[config.mk]
export PLATFORM = sky130hd
export DESIGN_NAME = warp_lsu
export DESIGN_NICKNAME = d
export VERILOG_FILES = /design/src/rtl/warp_lsu_pkg.sv /design/src/rtl/warp_lsu_channel.sv /design/src/rtl/warp_lsu.sv
export SDC_FILE = /design/constraint.sdc
export NUM_CORES = 1
export LEC_CHECK = 0
export CAP_MARGIN = 25
export CORE_MARGIN = 3
export CORE_UTILIZATION = 40
export DETAILED_ROUTE_END_ITERATION = 8
export GPL_TIMING_DRIVEN = 0
export PLACE_DENSITY = 0.66
export RECOVER_POWER = 50
export SLEW_MARGIN = 5
export SYNTH_ARGS = -nofsm -noshare
export SYNTH_HDL_FRONTEND = slang
export SYNTH_SLANG_ARGS = --single-unit
[constraint.sdc]
create_clock -name clk -period 2.9 [get_ports clk]
set_input_delay 0.58 -clock clk [delete_from_list [all_inputs] [get_ports clk]]
set_output_delay 0.58 -clock clk [all_outputs]
set_load 0.02 [all_outputs]
[src/rtl/warp_lsu_pkg.sv]
// Shared types and defaults for the warp load-store unit.
// Scheduler/LSU phases, data/address widths and op encoding.
package warp_lsu_pkg;

    localparam int DATA_W                   = 8;
    localparam int ADDR_W                   = 8;
    localparam int DEFAULT_THREADS_PER_WARP = 16;
    localparam int DEFAULT_NUM_CHANNELS     = 4;

    typedef logic [DATA_W-1:0] data_t;
    typedef logic [ADDR_W-1:0] data_memory_address_t;

    typedef enum logic [2:0] {
        WARP_IDLE,
        WARP_FETCH,
        WARP_DECODE,
        WARP_REQUEST,
        WARP_WAIT,
        WARP_EXECUTE,
        WARP_UPDATE,
        WARP_DONE
    } warp_state_t;

    typedef enum logic [1:0] {
        LSU_IDLE,
        LSU_REQUESTING,
        LSU_WAITING,
        LSU_DONE
    } lsu_state_t;

    typedef enum logic {
        LSU_OP_READ,
        LSU_OP_WRITE
    } lsu_op_t;

    typedef enum logic {
        CH_IDLE,
        CH_BUSY
    } ch_state_t;

    function automatic int lane_w(int t);
        return (t > 1) ? $clog2(t) : 1;
    endfunction

endpackage

[src/rtl/warp_lsu_channel.sv]
// One memory channel: picks the lowest pending lane of its subset
// (lanes with index % NUM_CHANNELS == CH_IDX) and runs valid/ready.
module warp_lsu_channel
    import warp_lsu_pkg::*;
#(
    parameter int THREADS_PER_WARP = DEFAULT_THREADS_PER_WARP,
    parameter int NUM_CHANNELS     = DEFAULT_NUM_CHANNELS,
    parameter int CH_IDX           = 0,
    parameter int LANE_W           = lane_w(THREADS_PER_WARP)
) (
    input  logic                        clk,
    input  logic                        reset,
    input  logic                        enable,
    input  logic                        active,
    input  logic [THREADS_PER_WARP-1:0] pending,
    input  data_memory_address_t        addr [THREADS_PER_WARP],
    input  data_t                       wdata [THREADS_PER_WARP],
    input  logic                        ready,
    output logic                        valid,
    output data_memory_address_t        addr_out,
    output data_t                       data_out,
    output logic                        done,
    output logic [LANE_W-1:0]           lane
);

    localparam int T = THREADS_PER_WARP;

    function automatic logic [T-1:0] sub_mask();
        logic [T-1:0] m;
        m = '0;
        for (int i = 0; i < T; i++) begin
            m[i] = ((i % NUM_CHANNELS) == CH_IDX);
        end
        return m;
    endfunction

    localparam logic [T-1:0] SUB_MASK = sub_mask();

    ch_state_t            state_q, state_d;
    logic [LANE_W-1:0]    lane_q, lane_d;
    data_memory_address_t addr_q, addr_d;
    data_t                data_q, data_d;

    logic [T-1:0]         cand;
    logic                 found;
    logic [LANE_W-1:0]    pick;

    // Lowest-index pending lane belonging to this channel
    always_comb begin
        cand  = pending & SUB_MASK;
        found = |cand;
        pick  = '0;
        for (int i = T - 1; i >= 0; i--) begin
            if (cand[i]) begin
                pick = LANE_W'(i);
            end
        end
    end

    // Request FSM: raise valid for one lane, drop it on handshake
    always_comb begin
        state_d = state_q;
        lane_d  = lane_q;
        addr_d  = addr_q;
        data_d  = data_q;
        done    = 1'b0;
        if (enable) begin
            unique case (state_q)
                CH_IDLE: begin
                    if (active && found) begin
                        state_d = CH_BUSY;
                        lane_d  = pick;
                        addr_d  = addr[pick];
                        data_d  = wdata[pick];
                    end
                end
                CH_BUSY: begin
                    if (ready) begin
                        state_d = CH_IDLE;
                        done    = 1'b1;
                    end
                end
                default: ;
            endcase
        end
    end

    // Channel state registers
    always_ff @(posedge clk or negedge reset) begin
        if (!reset) begin
            state_q <= CH_IDLE;
            lane_q  <= '0;
            addr_q  <= '0;
            data_q  <= '0;
        end else begin
            state_q <= state_d;
            lane_q  <= lane_d;
            addr_q  <= addr_d;
            data_q  <= data_d;
        end
    end

    assign valid    = (state_q == CH_BUSY);
    assign addr_out = addr_q;
    assign data_out = data_q;
    assign lane     = lane_q;

endmodule

[src/rtl/warp_lsu.sv]
// Warp-wide load-store unit: latches per-lane operands and runs
// LDR/STR over NUM_CHANNELS memory channels until all lanes finish.
module warp_lsu
    import warp_lsu_pkg::*;
#(
    parameter int THREADS_PER_WARP = DEFAULT_THREADS_PER_WARP,
    parameter int NUM_CHANNELS     = DEFAULT_NUM_CHANNELS
) (
    input  logic                        clk,
    input  logic                        reset,
    input  logic                        enable,
    input  warp_state_t                 warp_state,
    input  logic                        decoded_mem_read_enable,
    input  logic                        decoded_mem_write_enable,
    input  logic [THREADS_PER_WARP-1:0] thread_mask,
    input  data_t                       rs1 [THREADS_PER_WARP],
    input  data_t                       rs2 [THREADS_PER_WARP],
    input  data_t                       imm,
    output logic [NUM_CHANNELS-1:0]     mem_read_valid,
    output data_memory_address_t        mem_read_address [NUM_CHANNELS],
    input  logic [NUM_CHANNELS-1:0]     mem_read_ready,
    input  data_t                       mem_read_data [NUM_CHANNELS],
    output logic [NUM_CHANNELS-1:0]     mem_write_valid,
    output data_memory_address_t        mem_write_address [NUM_CHANNELS],
    output data_t                       mem_write_data [NUM_CHANNELS],
    input  logic [NUM_CHANNELS-1:0]     mem_write_ready,
    output lsu_state_t                  lsu_state,
    output data_t                       lsu_out [THREADS_PER_WARP]
);

    localparam int T      = THREADS_PER_WARP;
    localparam int C      = NUM_CHANNELS;
    localparam int LANE_W = lane_w(T);

    lsu_state_t           state_q, state_d;
    lsu_op_t              op_q, op_d;
    logic [T-1:0]         pending_q, pending_d;
    data_memory_address_t addr_q [T];
    data_memory_address_t addr_d [T];
    data_t                wdata_q [T];
    data_t                wdata_d [T];
    data_t                out_q [T];
    data_t                out_d [T];

    logic                 ch_active;
    logic [C-1:0]         ch_ready;
    logic [C-1:0]         ch_valid;
    logic [C-1:0]         ch_done;
    logic [LANE_W-1:0]    ch_lane [C];
    data_memory_address_t ch_addr [C];
    data_t                ch_data [C];

    assign ch_active = (state_q == LSU_REQUESTING) ||
                       (state_q == LSU_WAITING);

    // Route the ready of the active direction and gate valids by op
    always_comb begin
        for (int c = 0; c < C; c++) begin
            ch_ready[c]          = (op_q == LSU_OP_READ) ?
                                   mem_read_ready[c] : mem_write_ready[c];
            mem_read_valid[c]    = ch_valid[c] && (op_q == LSU_OP_READ);
            mem_write_valid[c]   = ch_valid[c] && (op_q == LSU_OP_WRITE);
            mem_read_address[c]  = ch_addr[c];
            mem_write_address[c] = ch_addr[c];
            mem_write_data[c]    = ch_data[c];
        end
    end

    for (genvar g = 0; g < C; g++) begin : g_ch
        warp_lsu_channel #(
            .THREADS_PER_WARP (T),
            .NUM_CHANNELS     (C),
            .CH_IDX           (g),
            .LANE_W           (LANE_W)
        ) u_ch (
            .clk      (clk),
            .reset    (reset),
            .enable   (enable),
            .active   (ch_active),
            .pending  (pending_q),
            .addr     (addr_q),
            .wdata    (wdata_q),
            .ready    (ch_ready[g]),
            .valid    (ch_valid[g]),
            .addr_out (ch_addr[g]),
            .data_out (ch_data[g]),
            .done     (ch_done[g]),
            .lane     (ch_lane[g])
        );
    end

    // Warp FSM: latch operands, retire lanes, report completion
    always_comb begin
        state_d   = state_q;
        op_d      = op_q;
        pending_d = pending_q;
        for (int i = 0; i < T; i++) begin
            addr_d[i]  = addr_q[i];
            wdata_d[i] = wdata_q[i];
            out_d[i]   = out_q[i];
        end
        if (enable) begin
            for (int c = 0; c < C; c++) begin
                if (ch_done[c]) begin
                    pending_d[ch_lane[c]] = 1'b0;
                    if (op_q == LSU_OP_READ) begin
                        out_d[ch_lane[c]] = mem_read_data[c];
                    end
                end
            end
            unique case (state_q)
                LSU_IDLE: begin
                    if (warp_state == WARP_REQUEST &&
                        (decoded_mem_read_enable ^
                         decoded_mem_write_enable)) begin
                        op_d      = decoded_mem_read_enable ?
                                    LSU_OP_READ : LSU_OP_WRITE;
                        pending_d = thread_mask;
                        for (int i = 0; i < T; i++) begin
                            addr_d[i]  = data_memory_address_t'(rs1[i] + imm);
                            wdata_d[i] = rs2[i];
                        end
                        state_d = LSU_REQUESTING;
                    end
                end
                LSU_REQUESTING: begin
                    state_d = (pending_q == '0) ? LSU_DONE : LSU_WAITING;
                end
                LSU_WAITING: begin
                    if (pending_d == '0) begin
                        state_d = LSU_DONE;
                    end
                end
                LSU_DONE: begin
                    if (warp_state == WARP_UPDATE) begin
                        state_d = LSU_IDLE;
                    end
                end
                default: ;
            endcase
        end
    end

    // Warp-level state registers
    always_ff @(posedge clk or negedge reset) begin
        if (!reset) begin
            state_q   <= LSU_IDLE;
            op_q      <= LSU_OP_READ;
            pending_q <= '0;
            for (int i = 0; i < T; i++) begin
                addr_q[i]  <= '0;
                wdata_q[i] <= '0;
                out_q[i]   <= '0;
            end
        end else begin
            state_q   <= state_d;
            op_q      <= op_d;
            pending_q <= pending_d;
            for (int i = 0; i < T; i++) begin
                addr_q[i]  <= addr_d[i];
                wdata_q[i] <= wdata_d[i];
                out_q[i]   <= out_d[i];
            end
        end
    end

    assign lsu_state = state_q;
    assign lsu_out   = out_q;

endmodule

# [Yosys cells after proc, flatten, opt, wreduce, memory -nomap -nowiden]
# Cells that the tools add are included.
# Widths: inputs -> output; s select.
[word_totals] out_inout_bits=234 reg_bits=487 elab_cells=283 inputBits=328
[classes] eq_ne=8 n_addsub=16 muxes=115 magnitude_cmp=20 bitwise=22 reduce_logical=35
[op_table] cell="$mux 128" n=11
[op_table] cell="$bwmux 128" n=4
[op_table] cell="$bmux 8 s4" n=8
[op_table] cell="$mux 16" n=10
[op_table] cell="$mux 8" n=20
[op_table] cell="$add 8x8->8" n=16
[op_table] cell="$demux 8 s4" n=4
[op_table] cell="$and 16x16->16" n=4
[op_table] cell="$mux 4" n=16
[op_table] cell="$not 16->16" n=4
[op_table] cell="$ge 5x5->1 const B" n=8
[op_table] cell="$not 4->5" n=8
[op_table] cell="$logic_not 16->1" n=2
[op_table] cell="$mux 1" n=30
[op_table] cell="$logic_and 1x1->1" n=21
[op_table] cell="$lt 4x5->1 const B" n=4
[op_table] cell="$lt 5x1->1 const B" n=4
[op_table] cell="$demux 1 s4" n=4
[op_table] cell="$ge 4x1->1 const B" n=4
[op_table] cell="$reduce_or 4->1" n=4
[op_table] cell="$reduce_and 3->1" n=5
[op_table] cell="$pmux 1 s2" n=4
[op_table] cell="$pmux 2 s4" n=1
[op_table] cell="$mux 2" n=3
[op_table] cell="other kinds (11)" n=17

# [Depth between registers and ports, before layout]
[depth] depth_word=20 depth_mapped=10

# [By module]
# From an unflattened synthesis, not the netlist that was laid out.
[hier_totals] hier_cells=3648 area_unflattened_um2=31640.3
[by_module_without_submodules] module="warp_lsu" cells_each=2926 area_each_um2=25499.5 seq_area_each_um2=10084.7 n_inst=1
[by_module_without_submodules] module="warp_lsu_channel at g_ch[0].u_ch" cells_each=201 area_each_um2=1661.6 seq_area_each_um2=475.5 n_inst=1
[by_module_without_submodules] module="warp_lsu_channel at g_ch[3].u_ch" cells_each=181 area_each_um2=1582.8 seq_area_each_um2=500.5 n_inst=1
[by_module_without_submodules] module="warp_lsu_channel at g_ch[2].u_ch" cells_each=169 area_each_um2=1476.4 seq_area_each_um2=500.5 n_inst=1
[by_module_without_submodules] module="warp_lsu_channel at g_ch[1].u_ch" cells_each=171 area_each_um2=1420.1 seq_area_each_um2=500.5 n_inst=1

# [Worst setup path before layout]
# No wires, ideal clock.
[synth_path] path_type="input-to-reg" from="in imm[1]" to="reg addr_q[118] in the netlist's numbering" path_buffers=0 required_time_ns=2.765 setup_slack_ns=0.469 stages=9 t_arrival_ns=2.296 setup_ns=0.135 path_cell_list="inv_1 -> fa_1 -> nor2b_1 -> o21ai_0 -> nand2b_1 -> a21o_1 -> a21oi_1 -> xor2_1 -> o21ai_0"
[synth_between] elab_chain_len=1
[synth_lines] element="start, declared" line="warp_lsu.sv:18" rtl="input data_t imm,"
[synth_lines] element="$add 8x8->8" line="warp_lsu.sv:120" rtl="addr_d[i] = data_memory_address_t'(rs1[i] + imm);"
[synth_lines] element="end signal, assigned by index" line="warp_lsu.sv:160" rtl="addr_q[i] <= addr_d[i];"
[synth_lines] element="end, declared" line="warp_lsu.sv:38" rtl="data_memory_address_t addr_q [T];"
# Every way passes these cells.
# A chain may end at the register's enable or synchronous reset.

# [Worst setup path after layout]
[layout_path] from="in enable" to="reg out_q, in the netlist lsu_out[127]"
[layout_between] elab_chain_len=14
[layout_lines] element="start, declared" line="warp_lsu.sv:11" rtl="input logic enable,"
[layout_lines] element="$mux 1" line="warp_lsu_channel.sv:67" rtl="if (enable) begin"
[layout_lines] element="$mux 128" line="warp_lsu.sv:104" rtl="if (ch_done[c]) begin"
[layout_lines] element="$mux 128" line="warp_lsu.sv:102" rtl="if (enable) begin"
[layout_lines] element="$bwmux 128" line="warp_lsu.sv:107" rtl="out_d[ch_lane[c]] = mem_read_data[c];"
[layout_lines] element="$mux 128" line="warp_lsu.sv:106" rtl="if (op_q == LSU_OP_READ) begin"
[layout_lines] element="$mux 128" line="warp_lsu.sv:104"
[layout_lines] element="$mux 128" line="warp_lsu.sv:102"
[layout_lines] element="$bwmux 128" line="warp_lsu.sv:107"
[layout_lines] element="$mux 128" line="warp_lsu.sv:106"
[layout_lines] element="$mux 128" line="warp_lsu.sv:104"
[layout_lines] element="$mux 128" line="warp_lsu.sv:102"
[layout_lines] element="$bwmux 128" line="warp_lsu.sv:107"
[layout_lines] element="$mux 128" line="warp_lsu.sv:106"
[layout_lines] element="$mux 128" line="warp_lsu.sv:104"
[layout_lines] element="end signal, assigned by index" line="warp_lsu.sv:162" rtl="out_q[i] <= out_d[i];"
[layout_lines] element="end, declared" line="warp_lsu.sv:42" rtl="data_t out_q [T];"
# Several ways; a longest one is shown, not always the timed one. The select of a mux whose other input is x is not followed.

==> metrics <==
run status=complete, but fails checks; failing checks=max-capacitance violations, max-slew violations; core area=63300 um^2; I/O Buffers=560; dominant cell type by area after synthesis=dfrtp_1; Fin. Hold Viols=0; Data arrival, critical path=3.36 ns; Post-Route Hold Slack=0.465 ns; drt initial violations=1794; sum of met2 wire segment lengths after detailed routing=between 40000 and 50000 um; number of antenna violations at the first check in global routing=2; CP Launch Type=input pin; average cell area after synthesis=9.65 um^2; total clock sinks=482; TritonCTS clock tree=done; Worst VDD drop=440 uV; sequential element share of the synthesized area=0.470; routed wire length on met3=about 7500 um; final critical-path required period=2.88 ns; number of global-route vias before repair=approximately 23000; number of enable-type register cells in the synthesized netlist=0; Final period util=0.994; synth top area cells=dfrtp_1 47%, nand2_1 9.4%, ha_1 5.7%; asr flop ratio synth=1.00; maximum buffer depth of the clock tree=3; max-capacitance violation count=1; total count of max-transition violations in the final report=120; global-route total usage across every layer=0.294; Yosys cell types=59; top fanout value on the critical path=10; Top FF cell, synth=dfrtp_1; #FFs+latches synth=approximately 480; standard-cell row count=92; post-synth design cell area=25600 um^2; number of search-and-repair iterations in the first detailed-routing pass=6; mean number of vias per cell=5.47; die span in x=around 260 um; kind of capture point of the worst setup path=register; ranking of synthesized cells by instance count=642 x nand2_1, 482 x dfrtp_1, 201 x o21ai_0; post-detailed-route wirelength per cell=~24 um; fin nets=3752; area added between synthesis and finish=34.5%; wire length on met1=40400 um; class of the worst hold path=in2async; clock slew at the register clock pins of the worst setup and hold paths=around 0.060 ns; drc violations=0; final wirelength=101000 um; setup repair after global routing missed its margin=yes; Leakage Power=roughly 16 nW; cell at the root of the clock tree=clkbuf_16; Initial Util=0.405; Num CTS Buffers=52; H-tree Lvls=2; Worst EP required=approximately 3.4 ns; y dimension of the die=259 um; pin slew with the least headroom to its limit=approximately 1.7 ns; max frequency=roughly 350 MHz; die area=67200 um^2; wire length of the first global-routing pass=147000 um; Pwr per Cell Area=a little under 900 nW/um^2; synthesized net count=about 3100; Ports=562; class of the most critical setup path=in2reg; aggregate negative setup slack=0 ns; pin count of the biggest net entering global routing=120; grt ovf=0; Rel. slew slack=-0.122; fraction of layout cells with a size suffix above 1=0.107; Routed Antenna Nets=0; most frequent cell after synthesis=nand2_1; placed wire-length estimate after detailed placement=roughly 80000 um; total number of vias=22900; worst clock skew=0.0263 ns; worst skew pair latency=between 0.6 and 0.7 ns; count of final setup violators=0; Ys Warns=0; fraction of post-synthesis cell area in the top cell type by area=0.470; highest layer used for signal routing=met4; Cells after Synth=between 2000 and 3000; global placement routability congestion=0.939
worst max-delay path, stage by stage:
cell	delay [ns]
clkdlybuf4s50_1	0.67
buf_2	0.33
nand4b_1	0.31
or2_2	0.45
nor3_2	0.40
buf_2	0.32
a211oi_1	0.07
a21oi_1	0.14
a21oi_1	0.08
final cells by class:
cell class / count / area, um^2
multi-input combinational: 1973 / 12700
fill: 5579 / 28800
timing repair buffer: 580 / 5880
clock inverter: 28 / 312
sequential: 482 / 12100
inverter: 44 / 169
antenna: 4 / 10.0
clock buffer: 69 / 1490
tap: 846 / 1060
buffer: 158 / 774
where the power goes:
part | total, mW | switching, mW | internal [mW] | leakage [nW]
clock | 6.99 | 2.91 | 4.07 | 0.877
combinational | 12.3 | 7.01 | 5.34 | 8.77
sequential | 11.3 | 2.02 | 9.27 | 6.43
total | 30.6 | 11.9 | 18.7 | 16.1
repair_timing:
action	in CTS	in global routing
setup endpoints to repair	225	238
endpoints found under the hold margin	35	0
resized for setup	24	40
buffers inserted	0	6
hold buffers	1	0
pin swaps	0	1
cells in the final DEF (no fill, tap or decap), drive strengths merged, types with 10 or more instances in the layout:
| cell | Yosys | final |
|---|---|---|
| mux2 | 120 | 120 |
| nor2 | 190 | 190 |
| dlygate4sd3 | 0 | 106 |
| clkinv | 0 | 15 |
| xor2 | 71 | 71 |
| clkbuf | 106 | 174 |
| nor2b | 37 | 37 |
| a211oi | 33 | 33 |
| a21oi | 139 | 139 |
| o21a | 19 | 19 |
| nand2b | 30 | 30 |
| a21o | 33 | 33 |
| nor3 | 33 | 33 |
| xnor2 | 42 | 42 |
| nand2 | 642 | 642 |
| o21ai | 216 | 216 |
| buf | 54 | 73 |
| mux2i | 82 | 82 |
| o221ai | 48 | 48 |
| fa | 16 | 16 |
| ha | 117 | 117 |
| clkdlybuf4s50 | 0 | 450 |
| nand3 | 10 | 10 |
| a22o | 12 | 12 |
| inv | 44 | 46 |
| mux4 | 16 | 16 |
| dfrtp | 482 | 482 |
cells by family after synthesis:
family          Yosys count  share of synthesized area
xor+xnor                113                     0.0386
flops                   482                      0.470
buf+inv                 204                     0.0353
mux                     218                     0.0987
fa+ha+maj               133                     0.0696
simple gates            978                      0.161
compound gates          531                      0.127
metal layers:
layer	GRT usage	vias up
li1	-	10400
met1	0.373	11300
met2	0.506	1021
met3	0.0484	179
met4	0.106	0
met5	0	-
final timing paths:
path                         startpoint                        to  slack (ns)  cells past startpoint
setup / recovery                 enable              lsu_out[127]        0.02                      9
hold / removal                    reset                 async pin        0.46                      2
setup reg to reg           lsu_state[0]              wdata_q[119]        0.16                      9
hold reg to reg            wdata_q[113]              wdata_q[113]        0.47                      2
max in group asynchronous         reset  g_ch[3].u_ch.addr_out[2]        0.39                      3
min in group clk           wdata_q[113]              wdata_q[113]        0.47                      2
metrics by stage:
stage	setup slack [ns]	std cells	total power, mW	area (um^2)	utilization
after floorplan	0.469	2659	17.9	25600	-
after global placement	-19.89	4065	23.5	32300	0.510
after detailed placement	-1.25	4078	23.8	32600	0.515
after CTS	-0.0136	4176	30.9	34400	0.544
after global routing	-0.112	4180	32.3	34500	0.545
final	0.0178	4184	30.6	34500	0.545
(Power assumes the default switching activity.)
